===== config.mk =====
export PLATFORM = sky130hd
export DESIGN_NAME = delta_reconstruct
export DESIGN_NICKNAME = d
export VERILOG_FILES = /design/src/rtl/delta_reconstruct.sv
export SDC_FILE = /design/constraint.sdc
export NUM_CORES = 1
export LEC_CHECK = 0
export CORE_MARGIN = 2
export CORE_UTILIZATION = 35
export CTS_CLUSTER_SIZE = 10
export DETAILED_ROUTE_END_ITERATION = 6
export GPL_TIMING_DRIVEN = 0
export SETUP_SLACK_MARGIN = 0.05
export SLEW_MARGIN = 10
export SYNTH_ARGS = -nofsm -noshare
export SYNTH_HDL_FRONTEND = slang
export SYNTH_SLANG_ARGS = --single-unit

===== constraint.sdc =====
create_clock -name clk -period 2.15 [get_ports clk]
set_input_delay 0.3225 -clock clk [delete_from_list [all_inputs] [get_ports clk]]
set_output_delay 0.3225 -clock clk [all_outputs]
set_load 0.01 [all_outputs]

===== src/rtl/delta_reconstruct.sv =====
// delta_reconstruct
//   Rebuilds NUM_LANES x WIDTH vectors from a stream of per-lane difference
//   magnitudes and sign bits. Each lane adds or subtracts its magnitude from
//   a running reference and saturates to 0..2^WIDTH-1. Beats are grouped into
//   frames of FRAME_BEATS accepted beats, the first marked by in_sof.
//
// Ports
//   clk, rst_n            clock, asynchronous active-low reset
//   in_valid/in_ready     input handshake
//   in_sof                first beat of a frame
//   in_diff               per-lane magnitude, lane i = [i*WIDTH +: WIDTH]
//   in_sign               per lane: 1 = subtract, 0 = add
//   out_valid/out_ready   output handshake
//   out_vec               reconstructed vector (same lane packing)
//   out_sat               per lane: result was clamped
//   frame_done            one-cycle pulse after the last beat of a frame
//   frame_err             sticky framing error
//   err_clr               synchronous clear of frame_err
//   state_dbg             current FSM state (0 = IDLE, 1 = RUN)
//
// Handshake: a beat transfers on a rising edge where valid and ready are both
// high. The producer holds its payload stable while valid is high and ready is
// low. in_ready = !out_valid | out_ready, so the single output register is the
// only storage and there is no combinational path from in_* to out_*.
module delta_reconstruct #(
  parameter int WIDTH       = 4,
  parameter int NUM_LANES   = 4,
  parameter int FRAME_BEATS = 16
) (
  input  logic                         clk,
  input  logic                         rst_n,
  input  logic                         in_valid,
  output logic                         in_ready,
  input  logic                         in_sof,
  input  logic [NUM_LANES*WIDTH-1:0]   in_diff,
  input  logic [NUM_LANES-1:0]         in_sign,
  output logic                         out_valid,
  input  logic                         out_ready,
  output logic [NUM_LANES*WIDTH-1:0]   out_vec,
  output logic [NUM_LANES-1:0]         out_sat,
  output logic                         frame_done,
  output logic                         frame_err,
  input  logic                         err_clr,
  output logic                         state_dbg
);

  localparam int CW = $clog2(FRAME_BEATS + 1);

  typedef enum logic {IDLE = 1'b0, RUN = 1'b1} state_t;

  state_t                       state, state_nxt;
  logic [CW-1:0]                count, count_nxt;
  logic                         accept;
  logic                         produce;
  logic                         set_err;
  logic                         done_nxt;
  logic [NUM_LANES*WIDTH-1:0]   vec_nxt;
  logic [NUM_LANES-1:0]         sat_nxt;
  logic [WIDTH:0]               lane_base, lane_diff, lane_sum;

  assign in_ready  = !out_valid | out_ready;
  assign accept    = in_valid & in_ready;
  assign state_dbg = (state == RUN);

  // Per-lane reconstruction. The output register doubles as the reference
  // vector: it is loaded exactly when a beat produces output, which is also
  // exactly when the reference must advance.
  always_comb begin
    vec_nxt   = '0;
    sat_nxt   = '0;
    lane_base = '0;
    lane_diff = '0;
    lane_sum  = '0;
    for (int i = 0; i < NUM_LANES; i++) begin
      lane_base = in_sof ? '0 : {1'b0, out_vec[i*WIDTH +: WIDTH]};
      lane_diff = {1'b0, in_diff[i*WIDTH +: WIDTH]};
      if (in_sign[i]) begin
        if (lane_diff > lane_base) begin
          vec_nxt[i*WIDTH +: WIDTH] = '0;
          sat_nxt[i]                = 1'b1;
        end else begin
          lane_sum                  = lane_base - lane_diff;
          vec_nxt[i*WIDTH +: WIDTH] = lane_sum[WIDTH-1:0];
        end
      end else begin
        lane_sum = lane_base + lane_diff;
        if (lane_sum[WIDTH]) begin
          vec_nxt[i*WIDTH +: WIDTH] = '1;
          sat_nxt[i]                = 1'b1;
        end else begin
          vec_nxt[i*WIDTH +: WIDTH] = lane_sum[WIDTH-1:0];
        end
      end
    end
  end

  // Frame FSM: IDLE waits for SOF; RUN counts beats until the frame completes.
  always_comb begin
    state_nxt = state;
    count_nxt = count;
    produce   = 1'b0;
    set_err   = 1'b0;
    done_nxt  = 1'b0;
    if (accept) begin
      case (state)
        IDLE: begin
          if (in_sof) begin
            produce   = 1'b1;
            count_nxt = CW'(1);
            state_nxt = RUN;
          end else begin
            // Orphan beat outside a frame: dropped.
            set_err = 1'b1;
          end
        end
        RUN: begin
          produce = 1'b1;
          if (in_sof) begin
            // Early SOF cuts the current frame and restarts counting.
            set_err   = 1'b1;
            count_nxt = CW'(1);
          end else if (count == CW'(FRAME_BEATS - 1)) begin
            done_nxt  = 1'b1;
            count_nxt = '0;
            state_nxt = IDLE;
          end else begin
            count_nxt = count + CW'(1);
          end
        end
        default: state_nxt = IDLE;
      endcase
    end
  end

  always_ff @(posedge clk or negedge rst_n) begin
    if (!rst_n) begin
      state      <= IDLE;
      count      <= '0;
      out_valid  <= 1'b0;
      out_vec    <= '0;
      out_sat    <= '0;
      frame_done <= 1'b0;
      frame_err  <= 1'b0;
    end else begin
      state      <= state_nxt;
      count      <= count_nxt;
      frame_done <= done_nxt;
      if (set_err)      frame_err <= 1'b1;
      else if (err_clr) frame_err <= 1'b0;
      if (in_ready) begin
        out_valid <= produce;
        if (produce) begin
          out_vec <= vec_nxt;
          out_sat <= sat_nxt;
        end
      end
    end
  end

endmodule


* After elaboration in Yosys (flattened, before gate mapping) *
Cells that the tools add are included.

word-level totals
  logic and storage cells = 76
  output and inout port bits = 25
  register bits after elaboration = 29
  input bits = 26

operators by class
  bitwise logic cells = 3
  add/sub/neg operators = 9
  magnitude comparators = 4
  equal/unequal tests = 2
  mux-type cells = 47
  reductions and logical operators = 4

operators with widths
  kind                   number
  $mux W4                16
  $mux W1                24
  $add A4 B4 Y5          4
  $gt A4 B4 Y1           4
  $sub A4 B4 Y4          4
  $mux W5                3
  $pmux W5 S2            1
  $pmux W1 S2            3
  $add A5 B1 Y5 const B  1
  $eq A5 B4 Y1 const B   1
  $reduce_and A2 Y1      2
  $ne A2 B2 Y1 const B   1
  $reduce_bool A2 Y1     1
  $and A1 B1 Y1          1
  $logic_not A1 Y1       1
  $not A1 Y1             1
  $or A1 B1 Y1           1

* Depth between registers and ports, before layout *
Gate-level depths: netlist of the first run.

  depth after elaboration = 5
  mapped depth = 13

* Least setup slack after synthesis of the first run *
No wires, ideal clock.

  path kind = input to register
  start = input in_sof
  end = register out_vec[3]
  cell stages on the path = 12
  buffers on the path = 2
  setup time = 139 ps
  arrival = 2539 ps
  setup slack = -528 ps
  data required time = 2011 ps
  cells stage by stage = buf_2 clkinv_1 clkbuf_1 nand2_1 inv_1 ha_1 ha_1 a21o_1 maj3_2 a221o_1 o32ai_2 a31oi_1

on the way
  word-level cells in the longest chain between the ends = 4
  elaborated cells between the ends (all ways) = 11
  classes of those cells = add/sub (2); order compare (1); mux (7); reduce/logical (1)

RTL lines
  item                                          line     text
  start, declared                               34       input logic in_sof,
  $mux W4 or $mux W1 (tied branches)            75, 107
  $add A4 B4 Y5, or another cell as far along   86       lane_sum = lane_base + lane_diff;
  $mux W4, or another cell as far along         87       if (lane_sum[WIDTH]) begin
  $mux W4 or $reduce_and A2 Y1 (tied branches)  n/a
  end signal, assigned                          153      out_vec <= vec_nxt;
  end, declared                                 39       output logic [NUM_LANES*WIDTH-1:0] out_vec,

Several ways; a longest one is shown, not always the timed one.
A chain may end at the register's enable or synchronous reset.

* Worst setup path after layout of the first run *
  start = input in_sof
  end = register out_vec[1]

Same word-level chain as after synthesis.

==> impl_metrics.csv, run 1 <==
group,metric,value,unit
setup_path,critPathRequiredTime,2.31,ns
global_routing,grt_pass1_vias,2854,
timing,setup_viol,0,
timing,slew_viol_final,0,
pwr,vdd_ir_drop_max,0.372,mV
yosys,synth_seq_cells,29,
placement,io_buffers,42,
yosys,synth_fp_nets,407,
yosys,synth_area_leader_cell,"dfrtp_1",
setup_path,critPathCaptureType,"flop",
setup_path,cpLargestDelayFamily,"compound AO/OA/AOI/OAI gates",
yosys,netlist-cell-type-count,58,
run_status,status,"finished, final reports clean",
timing,hold_viol_final,0,
timing,timing.final.crit_period,2.13,ns
global_routing,grtUsageTotal,19.3,%
timing,worstMarginPinSlew,0.687,ns
yosys,yosys-top-cells-area,"dfrtp_1 (26%), ha_1 (12%), a21oi_1 (5.0%)",
final_layout,fillers,719,
final_layout,layout_commonest_cell,"clkdlybuf4s50_1",
route,wire_per_inst,16.0,um
timing,post-route-period-util,98.9,%
timing,rsz0062_at_grt,"yes",
timing,relSlewSlack,54.2,%
clock_network,cts_tree,"built",
route,remaining_drc_errors,0,
final_layout,layoutNonFillerInstCount,534,
die,die_h,93.7,um
route,firstDrtPassIters,4,
global_routing,antenna_found_initial,0,
final_layout,antenna-diode-count,0,
yosys,synthCells,355,
placement,dp_cells,499,
die,io_pins,51,
setup_path,worstSetupStartpoint,"in_sof",
global_routing,grt_max_degree,30,
setup_path,crit-reg2reg-launch,"out_vec[0]$_DFFE_PN0P_",
clock_network,clock_sinks,29,
die,row_count,32,
die,coreArea,7770,um^2
yosys,synthArstFlopShare,100,%
setup_path,worstSetupStartpointType,"input pin",
clock_network,cts_root_buffer,"clkbuf_8",
timing,fmax,0.470,GHz
yosys,synth_edf_count,0,
setup_path,crit_path_max_fanout,5,
min_path,hold_class,"in -> async",
yosys,synth_ff_type,"dfrtp_1",
final_layout,layout.nets,483,
yosys,syn_avg_cell_area,7.93,um^2
setup_path,cpPeakStageDelay,0.35,ns
pwr,power,3.38,mW
placement,dp_worst_setup_slack,-0.961,ns
job,cap_violations,0,
clock_network,clkLatencyLatePin,0.28,ns
clock_network,htreeDepth,2,
timing,skew,0.00784,ns
pwr,power.leakage,1.74,nW
global_routing,overflow,0,
placement,gp_congestion,0.828,
setup_path,criticalPathCategory,"in -> reg",
timing,fin_ws,0.0240,ns
die,dieWidth,93.7,um
yosys,synth_warnings,0,
final_layout,layout_common_cells,"clkdlybuf4s50_1 (37), buf_4 (28), nor2_1 (27)",
yosys,yosysSeqAreaShare,25.8,%
final_layout,final_layout_size_suffix_gt1_share,28.7,%
route,routed_via_density,5.49,
setup_path,cp_data_arrival_time,2.29,ns
setup_path,crit_buf_inv,6,
route,ant_nets,0,
clock_network,cts_buffer_depth,2,
placement,place_hpwl,5630,um
setup_path,path_cells,"buf_8, buf_12, clkinv_8, clkbuf_16, nand2_4, inv_2, ha_4, ha_4, a21o_1, maj3_2, a221o_1, buf_4, a21oi_2, a21oi_2",
clock_network,cts_inserted_buffers,5,
setup_path,cp_slowest_cell,"a221o_1",
die,start_util,36.2,%
final_layout,areaGrowthSynthToFinish,46.8,%
die,die-area,8770,um^2
pwr,power_density,817,nW/um^2
yosys,synth_top_area_share,25.8,%
global_routing,grt_pass1_wl,13600,um
clock_network,hold_buffers,0,
yosys,synth_area,2810,um^2
route,routed_wl,8520,um
clock_network,path_clk_slew,0.07,ns
route,vias,2930,
route,dr.first_iter.drc_count,122,
[worst paths after layout]
kind / to / slack, ns / cells after the start
hold reg to reg: out_sat[3]$_DFFE_PN0P_ / 0.50 / 2
min in group clk: out_sat[1]$_DFFE_PN0P_ / 0.40 / 3
max in group asynchronous: out_vec[5]$_DFFE_PN0P_ / 1.58 / 1
setup / recovery: out_vec[1]$_DFFE_PN0P_ / 0.02 / 14
hold / removal: out_vec[0]$_DFFE_PN0P_ / 0.08 / 1
setup reg to reg: out_vec[1]$_DFFE_PN0P_ / 0.05 / 10
[power by group]
part | internal, mW | leakage [nW] | switching (mW)
logic | 1.03 | 1.35 | 0.996
registers | 0.702 | 0.335 | 0.143
clock network | 0.289 | 0.0542 | 0.215
total | 2.02 | 1.74 | 1.35
[cells by family after synthesis]
group	synth area share [%]
buf+inv	8.36
flops	25.8
fa+ha+maj	12.0
simple gates	18.6
mux	0.356
compound gates	30.0
xor+xnor	4.98
[per-stage QoR]
stage                     TNS, ns  hold WS (ns)  util (%)  instance area [um^2]
final                           0        0.0833      53.2                  4130
after global routing       -0.141         0.144      53.2                  4130
after CTS                 -0.0154         0.106      49.5                  3840
after detailed placement   -19.61         0.407      44.8                  3480
after global placement     -19.29         0.487      44.9                  3490
after floorplan            -0.131        0.0269         -                  2940
[area by class of cell]
type | instances | area (um^2) | area share, %
multi-input cells | 273 | 2240 | 54.3
flip-flops and latches | 29 | 731 | 17.7
repair buffers | 69 | 633 | 15.3
plain buffers | 22 | 166 | 4.03
inverters | 31 | 129 | 3.12
well taps | 102 | 128 | 3.09
clock buffers | 7 | 96.3 | 2.33
clock inverters | 1 | 5.00 | 0.121
[flip-flops by register name (all words and copies together), names as in the netlist]
signal      count
out_sat         4
out_vec        16
count           5
state_dbg       1
frame_done      1
out_valid       1
frame_err       1
[layer usage]
metal  global-route usage, %  part of all wire (%)  wire length [um]  vias up
met5                       0                     0                 0        -
met1                    25.2                    46              3950     1432
met3                    2.17                   2.9               245        8
li1                        -                     -                 -     1433
met4                    4.71                  0.96                82        0
met2                    33.9                    50              4240       57
[worst reg2reg max path, cell delays in order, from the launching register on]
cell and delay [ns]:
dfrtp_1 0.41, nand2_4 0.07, inv_2 0.04, ha_4 0.16, ha_4 0.15, a21o_1 0.16
maj3_2 0.31, a221o_1 0.35, buf_4 0.15, a21oi_2 0.11, a21oi_2 0.07
[synthesized netlist by cell type (4+ instances only)]
cell type   n
o22a_1      6
a211oi_1    4
nor2_1     30
nand2_1    28
buf_2      11
xor2_1      6
nor3b_1     5
xnor2_1    10
a2bb2oi_1   4
ha_1       26
a21oi_1    28
nor2b_1    12
o21a_1      4
clkbuf_1    7
a32oi_1     5
nand2b_1   11
dfrtp_1    29
nor3_1      6
inv_1      30
o21ai_0    25
o22ai_1     5
o32a_1      4
nand3_1     7
[what timing repair did]
| action | 4_1_cts | 5_1_grt |
|---|---|---|
| gates resized for setup | 40 | 47 |
| gates cloned | 1 | 0 |
| endpoints found under the setup margin | 25 | 22 |
| pin swaps | 10 | 28 |
| buffers inserted | 16 | 10 |
(Power assumes the default switching activity.)
==> run 2: changes to the inputs <==
Clock period 2.15 ns to 2.3 ns, I/O delays scaled along.
==> impl_metrics.csv, run 2 (synthesis results as in run 1) <==
group,metric,value,unit
run_status,status,"finished, final reports clean",
global_routing,grtUsageTotal,19.1,%
timing,skew,0.0131,ns
die,io_pins,51,
global_routing,top_usage_layer,"met2",
pwr,p_int,1.83,mW
route,ant_nets,0,
global_routing,grtUsageMet2,32.6,%
setup_path,critPathCaptureType,"flop",
pwr,vdd_ir_drop_max,0.523,mV
clock_network,cts_root_buffer,"clkbuf_8",
final_layout,layout_commonest_cell,"clkdlybuf4s50_1",
timing,hold_ws,0.0847,ns
route,vias,2848,
timing,rsz0062_at_grt,"yes",
timing,relSlewSlack,53.3,%
global_routing,grt_max_degree,30,
clock_network,clock_sinks,29,
min_path,hold_class,"in -> async",
die,dieWidth,93.7,um
timing,post-route-period-util,96.5,%
job,cap_violations,0,
die,coreArea,7770,um^2
placement,io_buffers,42,
placement,placed_cell_area,3420,um^2
pwr,netSwitchingPower,1.21,mW
setup_path,worstSetupStartpointType,"input pin",
route,routed_via_density,5.42,
final_layout,multi_input_area,2050,um^2
placement,gp_congestion,0.858,
global_routing,grt_pass1_vias,2749,
final_layout,fillers,765,
clock_network,path_clk_slew,0.08,ns
final_layout,layout.nets,474,
global_routing,grt_util_met3,2.89,%
global_routing,antenna_found_initial,0,
setup_path,criticalPathCategory,"in -> reg",
pwr,power_density,786,nW/um^2
die,start_util,36.2,%
final_layout,largest_register_ffs,16,
placement,dp_cells,499,
placement,place_hpwl,5730,um
timing,worstMarginPinSlew,0.701,ns
setup_path,crit_path_max_fanout,10,
final_layout,top_regs,"out_vec (16), count (5), out_sat (4)",
route,wire_per_inst,15.6,um
final_layout,seq_area,731,um^2
route,routed_wl,8200,um
timing,setup_viol,0,
die,row_count,32,
pwr,power.leakage,1.65,nW
pwr,seqPwrFrac,26.4,%
global_routing,use_met1,25.5,%
final_layout,layoutNonFillerInstCount,525,
global_routing,overflow,0,
final_layout,design_area,3870,um^2
clock_network,clkLatencyLatePin,0.30,ns
final_layout,layout_common_cells,"clkdlybuf4s50_1 (39), inv_1 (29), nor2_1 (27), a21oi_1 (27), nand2_1 (26)",
die,die-area,8770,um^2
global_routing,grt_pass1_wl,13400,um
pwr,combPwrFrac,55.2,%
route,dr.first_iter.drc_count,134,
die,die_h,93.7,um
timing,hold_viol_final,0,
route,remaining_drc_errors,0,
final_layout,regMostFlops,"out_vec",
timing,timing.final.crit_period,2.22,ns
final_layout,antenna-diode-count,0,
setup_path,cp_data_arrival_time,2.46,ns
pwr,swShare,39.8,%
timing,setup_tns,0,ns
setup_path,critPathRequiredTime,2.54,ns
final_layout,areaGrowthSynthToFinish,37.5,%
clock_network,cts_inserted_buffers,5,
timing,slew_viol_final,0,
clock_network,cts_tree,"built",
route,firstDrtPassIters,4,
clock_network,cts_buffer_depth,2,
pwr,clockPowerShare,18.5,%
clock_network,hold_buffers,0,
final_layout,final_layout_size_suffix_gt1_share,20.8,%
clock_network,htreeDepth,2,
timing,fmax,0.450,GHz
==> run 2: cell types whose count changed in the layout (fill, tap and decap cells not counted), moves of 4 or more <==
| cell | delta |
|---|---|
| a21oi_1 | +5 |
| buf_4 | -8 |
| ha_4 | -4 |
| ha_2 | -4 |
| ha_1 | +8 |
| a21oi_2 | -4 |
==> run 2: per-stage QoR <==
step / setup WS, ns / total power, mW / utilization [%]
after floorplan: 0.0606 / 1.75 / -
after global placement: -0.844 / 2.25 / 44.1
after detailed placement: -0.839 / 2.27 / 44.1
after CTS: 0.0556 / 2.91 / 47.8
after global routing: -0.00350 / 3.27 / 49.8
final: 0.0802 / 3.04 / 49.8
==> run 2: power by group through the flow <==
stage	Clock (mW)	Sequential, mW	Combinational, mW
after floorplan	0	0.836	0.914
after global placement	0	0.808	1.44
after detailed placement	0	0.807	1.46
after CTS	0.567	0.801	1.54
after global routing	0.597	0.824	1.85
final	0.562	0.802	1.68
==> run 2: worst paths after layout <==
path | cells past startpoint | slack, ns | end | from
setup / recovery | 11 | 0.08 | out_sat[3]$_DFFE_PN0P_ | in_sof
hold / removal | 1 | 0.08 | count[2]$_DFFE_PN0N_ | rst_n
setup reg to reg | 9 | 0.13 | out_vec[0]$_DFFE_PN0P_ | out_vec[0]$_DFFE_PN0P_
hold reg to reg | 2 | 0.51 | out_sat[3]$_DFFE_PN0P_ | out_sat[3]$_DFFE_PN0P_
max in group asynchronous | 1 | 1.71 | out_vec[9]$_DFFE_PN0P_ | rst_n
min in group clk | 3 | 0.43 | out_sat[1]$_DFFE_PN0P_ | in_sign[1]
==> run 2: routing by layer <==
metal  vias up  part of all wire (%)
met5         -                     0
met1      1370                    46
met4         0                   1.4
met2        55                    50
met3        14                   2.9
li1       1409                     -
==> run 2: repair_timing <==
action | 4_1_cts | 5_1_grt
pin swaps | 5 | 11
cloned | 1 | 0
setup endpoints to repair | 25 | 22
gates resized for setup | 21 | 33
buffers inserted | 12 | 5
==> run 2: critical path, stage by stage <==
cell and delay [ns]:
buf_6 0.10, buf_12 0.12, buf_4 0.18, buf_4 0.20
nor2b_1 0.17, ha_1 0.32, a2111o_1 0.40, a22oi_2 0.28
buf_4 0.18, a21oi_1 0.03, nor2_1 0.11
==> run 2: final cells by class <==
| type | instances | area share [%] |
|---|---|---|
| repair buffers | 60 | 14.4 |
| clock inverters | 3 | 1.20 |
| flip-flops and latches | 29 | 18.9 |
| clock buffers | 5 | 1.78 |
| multi-input cells | 273 | 53.0 |
| well taps | 102 | 3.30 |
| plain buffers | 22 | 4.11 |
| inverters | 31 | 3.33 |
==> run 3: changes to the inputs <==
Settings changed: ABC_AREA set to 1.
==> impl_metrics.csv, run 3 <==
group,metric,value,unit
global_routing,antenna_found_initial,0,
run_status,status,"finished, final reports clean",
global_routing,grtUsageTotal,16.4,%
timing,post-route-period-util,84.1,%
timing,skew,0.00545,ns
clock_network,clock_sinks,29,
final_layout,top_regs,"out_vec (16), count (5), out_sat (4)",
pwr,vdd_ir_drop_max,0.308,mV
route,routed_wl,6990,um
final_layout,regMostFlops,"out_vec",
die,row_count,33,
timing,fin_ws,0.366,ns
route,firstDrtPassIters,4,
setup_path,cp_data_arrival_time,2.10,ns
global_routing,overflow,0,
yosys,syn_avg_cell_area,7.03,um^2
die,start_util,35.9,%
min_path,hold_class,"in -> async",
clock_network,hold_buffers,0,
global_routing,grt_max_degree,30,
global_routing,grt_pass1_vias,2455,
clock_network,cts_tree,"built",
yosys,synth_top_area_share,24.9,%
final_layout,final_layout_size_suffix_gt1_share,15.7,%
die,die_h,95.3,um
yosys,synth_area_leader_cell,"dfrtp_1",
setup_path,critPathCaptureType,"flop",
clock_network,htreeDepth,2,
placement,dp_worst_setup_slack,0.0918,ns
timing,rsz0062_at_grt,"no",
yosys,synth_fp_nets,467,
setup_path,criticalPathCategory,"in -> reg",
final_layout,antenna-diode-count,0,
timing,setup_viol,0,
yosys,synth_seq_cells,29,
setup_path,worstSetupStartpointType,"input pin",
timing,worstMarginPinSlew,0.676,ns
yosys,yosysMostFrequentCell,"nand2_1",
clock_network,path_clk_slew,0.06,ns
yosys,synth_warnings,0,
yosys,synth_edf_count,0,
die,coreArea,8130,um^2
clock_network,clkLatencyLatePin,0.28,ns
timing,timing.final.crit_period,1.93,ns
route,wire_per_inst,12.1,um
route,remaining_drc_errors,0,
clock_network,ctsResizeCount,0,
die,dieWidth,95.3,um
final_layout,fin_util,44.5,%
clock_network,cts_root_buffer,"clkbuf_8",
yosys,yosysSeqAreaShare,24.9,%
job,cap_violations,0,
timing,setup_tns,0,ns
yosys,netlist-cell-type-count,35,
route,dr.first_iter.drc_count,148,
setup_path,crit_path_max_fanout,5,
global_routing,grt_pass1_wl,11600,um
yosys,yosys-top-cells-area,"dfrtp_1 (25%), nand2_1 (13%), ha_1 (11%)",
final_layout,seq_area,726,um^2
final_layout,areaGrowthSynthToFinish,24.1,%
timing,fmax,0.517,GHz
timing,relSlewSlack,54.9,%
final_layout,layout_commonest_cell,"nand2_1",
pwr,power.leakage,1.91,nW
placement,io_buffers,49,
yosys,synth_area,2920,um^2
route,ant_nets,0,
yosys,synthArstFlopShare,100,%
clock_network,cts_inserted_buffers,5,
clock_network,cts_buffer_depth,2,
final_layout,layout.nets,523,
die,die-area,9090,um^2
placement,gp_congestion,0.886,
yosys,synth_ff_type,"dfrtp_1",
route,routed_via_density,4.72,
pwr,power_density,674,nW/um^2
setup_path,critPathRequiredTime,2.47,ns
timing,hold_viol_final,0,
final_layout,fillers,833,
die,io_pins,51,
yosys,ys_top_cells_by_count,"nand2_1 (100), inv_1 (72), nand3_1 (42)",
final_layout,multi_input_area,1810,um^2
route,vias,2719,
final_layout,largest_register_ffs,16,
placement,place_hpwl,5490,um
clock_network,post_cts_buffers,0,
yosys,synthCells,415,
timing,slew_viol_final,0,
final_layout,layout_common_cells,"nand2_1 (100), inv_1 (72), clkdlybuf4s50_1 (48)",
==> run 3: cell types whose count changed after synthesis, moves of 7 or more <==
cell	delta
nand2_1	+72
inv_1	+42
nand3_1	+35
a21oi_1	-20
nand2_2	+20
o21ai_0	-17
nor2b_1	-12
nand2b_1	-11
nand3_2	+11
buf_2	-9
clkbuf_1	-7
nand3_4	+7
==> run 3: path summary, 6_finish.rpt <==
check | from | endpoint | slack, ns | cells past startpoint
worst max-delay path | in_diff[15] | out_vec[14]$_DFFE_PN0P_ | 0.37 | 11
worst min-delay path | rst_n | out_vec[11]$_DFFE_PN0P_ | 0.09 | 1
worst max register to register | out_vec[15]$_DFFE_PN0P_ | out_vec[14]$_DFFE_PN0P_ | 0.45 | 11
worst min register to register | out_vec[15]$_DFFE_PN0P_ | out_vec[15]$_DFFE_PN0P_ | 0.52 | 2
max in group asynchronous | rst_n | out_vec[14]$_DFFE_PN0P_ | 1.76 | 1
min in group clk | in_sof | frame_done$_DFF_PN0_ | 0.47 | 4
==> run 3: through the flow <==
stage	instances	cell area, um^2	hold slack (ns)	power, mW
2_1_floorplan	415	2920	0.0494	1.56
3_3_place_gp	569	3540	0.506	2.02
3_5_place_dp	569	3540	0.451	2.03
4_1_cts	576	3620	0.143	2.47
5_1_grt	576	3620	0.151	2.67
6_report	576	3620	0.0920	2.44
==> run 3: report_power, final <==
part / internal, mW / total, mW / leakage, nW / switching [mW]
Sequential: 0.636 / 0.776 / 0.348 / 0.140
Combinational: 0.567 / 1.24 / 1.52 / 0.670
Clock: 0.237 / 0.429 / 0.0443 / 0.192
Total: 1.44 / 2.44 / 1.91 / 1.00
==> run 3: cell type report <==
type,instances,area share [%]
inverters,79,8.39
well taps,105,3.63
multi-input cells,300,50.1
flip-flops and latches,29,20.0
clock buffers,7,2.38
repair buffers,49,13.4
plain buffers,7,2.11
==> run 3: per-layer routing <==
metal | up-vias | routed length, um | track usage [%]
li1 | 1420 | - | -
met1 | 1238 | 3430 | 22.7
met2 | 55 | 3180 | 26.8
met3 | 6 | 284 | 2.29
met4 | 0 | 91 | 4.71
met5 | - | 0 | 0
==> run 3: critical path: stages <==
cell             delay (ns)
clkdlybuf4s50_1        0.48
inv_1                  0.05
ha_1                   0.40
inv_1                  0.18
nor2_1                 0.07
nor2_1                 0.21
nand2_1                0.09
nand2_1                0.06
nor2_1                 0.04
nor3_1                 0.13
nor2_1                 0.05
==> run 3: cell families after synthesis <==
| family | after synthesis | synth area share, % |
|---|---|---|
| AO/OA/AOI/OAI | 39 | 8.92 |
| XOR/XNOR | 7 | 2.10 |
| AND/OR/NAND/NOR | 228 | 39.9 |
| buffers and inverters | 86 | 13.0 |
| adder cells (fa/ha/maj) | 26 | 11.1 |
| flip-flops | 29 | 24.9 |
==> RTL change, RTL diff (settings of run 2) <==
Reset style: synchronous (`rst_n`), changed in one clocked block. Comments in the files are not updated.
--- a/src/rtl/delta_reconstruct.sv
+++ b/src/rtl/delta_reconstruct.sv
@@ -132,7 +132,7 @@
     end
   end
 
-  always_ff @(posedge clk or negedge rst_n) begin
+  always_ff @(posedge clk) begin
     if (!rst_n) begin
       state      <= IDLE;
       count      <= '0;
Function: differs if rst_n is asserted again (counterexample within 4 cycles, from zero or initial values and one cycle with rst_n low); with rst_n held inactive, the same outputs for 10 cycles.
==> RTL change against run 2 <==
Count of clock-buffer cells in the layout grew 3; synthesized area shrank 1.0%; worst setup slack lost 0.82 ps; core utilization shrank 2.8 points; cell area shrank 6.0%; global-route usage shrank 1.5 points; sequential cell count is the same; wire length shrank 3.1%; largest cell class unchanged; highest routed layer unchanged.
Power is not compared: it rests on default switching activity, and its combinational part moved more than twofold at a synthesized area within 25%.
==> RTL change: results (changes against run 2) <==
| Metric | Value |
|---|---|
| Status | `completed` |
| Placed cell count | `528 (+5.8%)` |
| Iteration-0 DRC Markers | `194 (+45%)` |
| PnR worst setup slack | `79.4 ps (-0.823 ps)` |
| CP Max Fanout | `10 (unchanged)` |
| Final nets | `493 (+4.0%)` |
| DP Area | `3400 um2 (-0.55%)` |
| Final Instance Count excl. Fillers | `544 (+3.6%)` |
| Comb pwr share | `36.6%` |
| Syn. warnings | `0 (unchanged)` |
| Detailed Routing Iterations Pass 1 | `5 (+1)` |
| Hold WC Path Type | `input pin to register` |
| Max clock buf depth | `2 (unchanged)` |
| Sw Ratio | `34.3%` |
| Synth area leaders | `dfxtp_1 21%, ha_1 12%, a21oi_1 6.3%` |
| Post-CTS setup buffer count | `0 (-12)` |
| Largest net degree at the start of global routing | `11 (-63%)` |
| Clock Latency Late Sink | `290 ps` |
| First-pass GRT wire length | `12,300 um (-7.9%)` |
| Final Skew | `2.85 ps (-10.3 ps)` |
| Clock Power Share | `approximately 27%` |
| FF-to-FF Start | `out_vec[13]$_SDFFE_PN0P_` |
| Post-synth net total | `429 (+5.4%)` |
| Synth Area per Inst | `7.39 um2 (-6.8%)` |
| Number of buffers created by CTS | `5 (unchanged)` |
| Multi-input logic area | `2000 um2 (-2.4%)` |
| Actual slew at the worst max-slew pin | `549 ps (-152 ps)` |
| R2R Setup Slk | `210 ps (+80 ps)` |
| All-Layer GR Usage | `17.7% (-1.5 points)` |
| Final worst hold slack | `381 ps (+297 ps)` |
| Hold Path Stages | `3` |
| DP HPWL | `5610 um (-2.1%)` |
| Power Dens Cells | `433 nW/um2` |
| Worst Reg-to-Reg Cells | `10 (+1)` |
| Sequential fraction of the synthesis area | `20.8% (-4.9 points)` |
| Largest regs | `out_vec x16, count x5, out_sat x4` |
| Ant diodes | `0 (unchanged)` |
| Top cells by count, synth | `35 x a21oi_1, 35 x nand2_1, 34 x o21ai_0, 32 x inv_1, 29 x dfxtp_1` |
| Leakage power | `1.44 nW` |
| Worst vdd ir | `0.248 mV` |
| CTS clock-pin slew for the worst setup and hold paths | `70 ps` |
| Post-cts gate resize count | `13 (-38%)` |
| Vias in the first global route | `2,568 (-6.6%)` |
| Fraction of layout cells with a size suffix above 1 | `12.7% (-8.1 points)` |
| GPL Wtd Cong | `0.870 (+1.4%)` |
| Vias per cell | `5.41 (-0.34%)` |
| Buffers on Ports | `49 (+17%)` |
| Worst EP arrival | `2410 ps (-50 ps)` |
| CP startpoint | `in_sof` |
| Root Buffer | `clkbuf_8` |
| Fillers | `760 (-0.65%)` |
| Initial antenna violation count | `0 (unchanged)` |
| Post-synth top flop | `dfxtp_1` |
| H-tree levels | `2 (unchanged)` |
| Pre-CTS setup slack | `-1030 ps (-190 ps)` |
| Async set or reset register ratio after synthesis | `0% (-100 points)` |
| Total Routed Length | `7950 um (-3.1%)` |
| Post-synth cell types | `48 (-17%)` |
==> RTL change: cell types whose count changed after synthesis, sizes merged, moves of 9 or more <==
| cell | run 2 | this run |
|---|---|---|
| a21oi | 28 | 38 |
| dfxtp | 0 | 29 |
| a31oi | 3 | 12 |
| o21ai | 26 | 40 |
| dfrtp | 29 | 0 |
| nor2 | 30 | 15 |
==> RTL change: worst max-delay path, cell delays in order <==
cell and delay [ps]:
buf_4 150, buf_12 150, inv_8 90, buf_8 120, nand2_1 90, xnor2_2 160, buf_4 140, ha_4 160
a21o_1 190, a21oi_2 140, a2111oi_2 60, o21ba_2 250, nand2b_1 140, a32o_1 190
==> RTL change: final timing paths <==
kind                                                  to
worst max-delay path            out_vec[12]$_SDFFE_PN0P_
worst min-delay path             out_sat[3]$_SDFFE_PN0P_
worst max register to register  out_vec[12]$_SDFFE_PN0P_
worst min register to register     count[3]$_SDFFE_PN0N_
==> RTL change: metal layers <==
layer / wire length [um] / up-vias / track usage, %
met3: 356 / 8 / 2.58
met2: 3690 / 84 / 28.4
li1: - / 1468 / -
met5: 0 / - / 0
met1: 3820 / 1381 / 24.5
met4: 80 / 0 / 5.02
==> RTL change: layout make-up <==
| cell class | instances | area share (%) |
|---|---|---|
| Sequential cell | 29 | 16.0 |
| Timing Repair Buffer | 57 | 15.6 |
| Inverter | 33 | 3.61 |
| Tap cell | 102 | 3.51 |
| Buffer | 22 | 4.03 |
| Multi-Input combinational cell | 293 | 55.1 |
| Clock buffer | 8 | 2.20 |
==> RTL change: cells by family after synthesis <==
| kind of cell | synth area share, % |
|---|---|
| AND/OR/NAND/NOR | 20.3 |
| AO/OA/AOI/OAI | 32.2 |
| adder cells (fa/ha/maj) | 11.7 |
| buffers and inverters | 9.03 |
| flip-flops | 20.8 |
| XOR/XNOR | 5.97 |
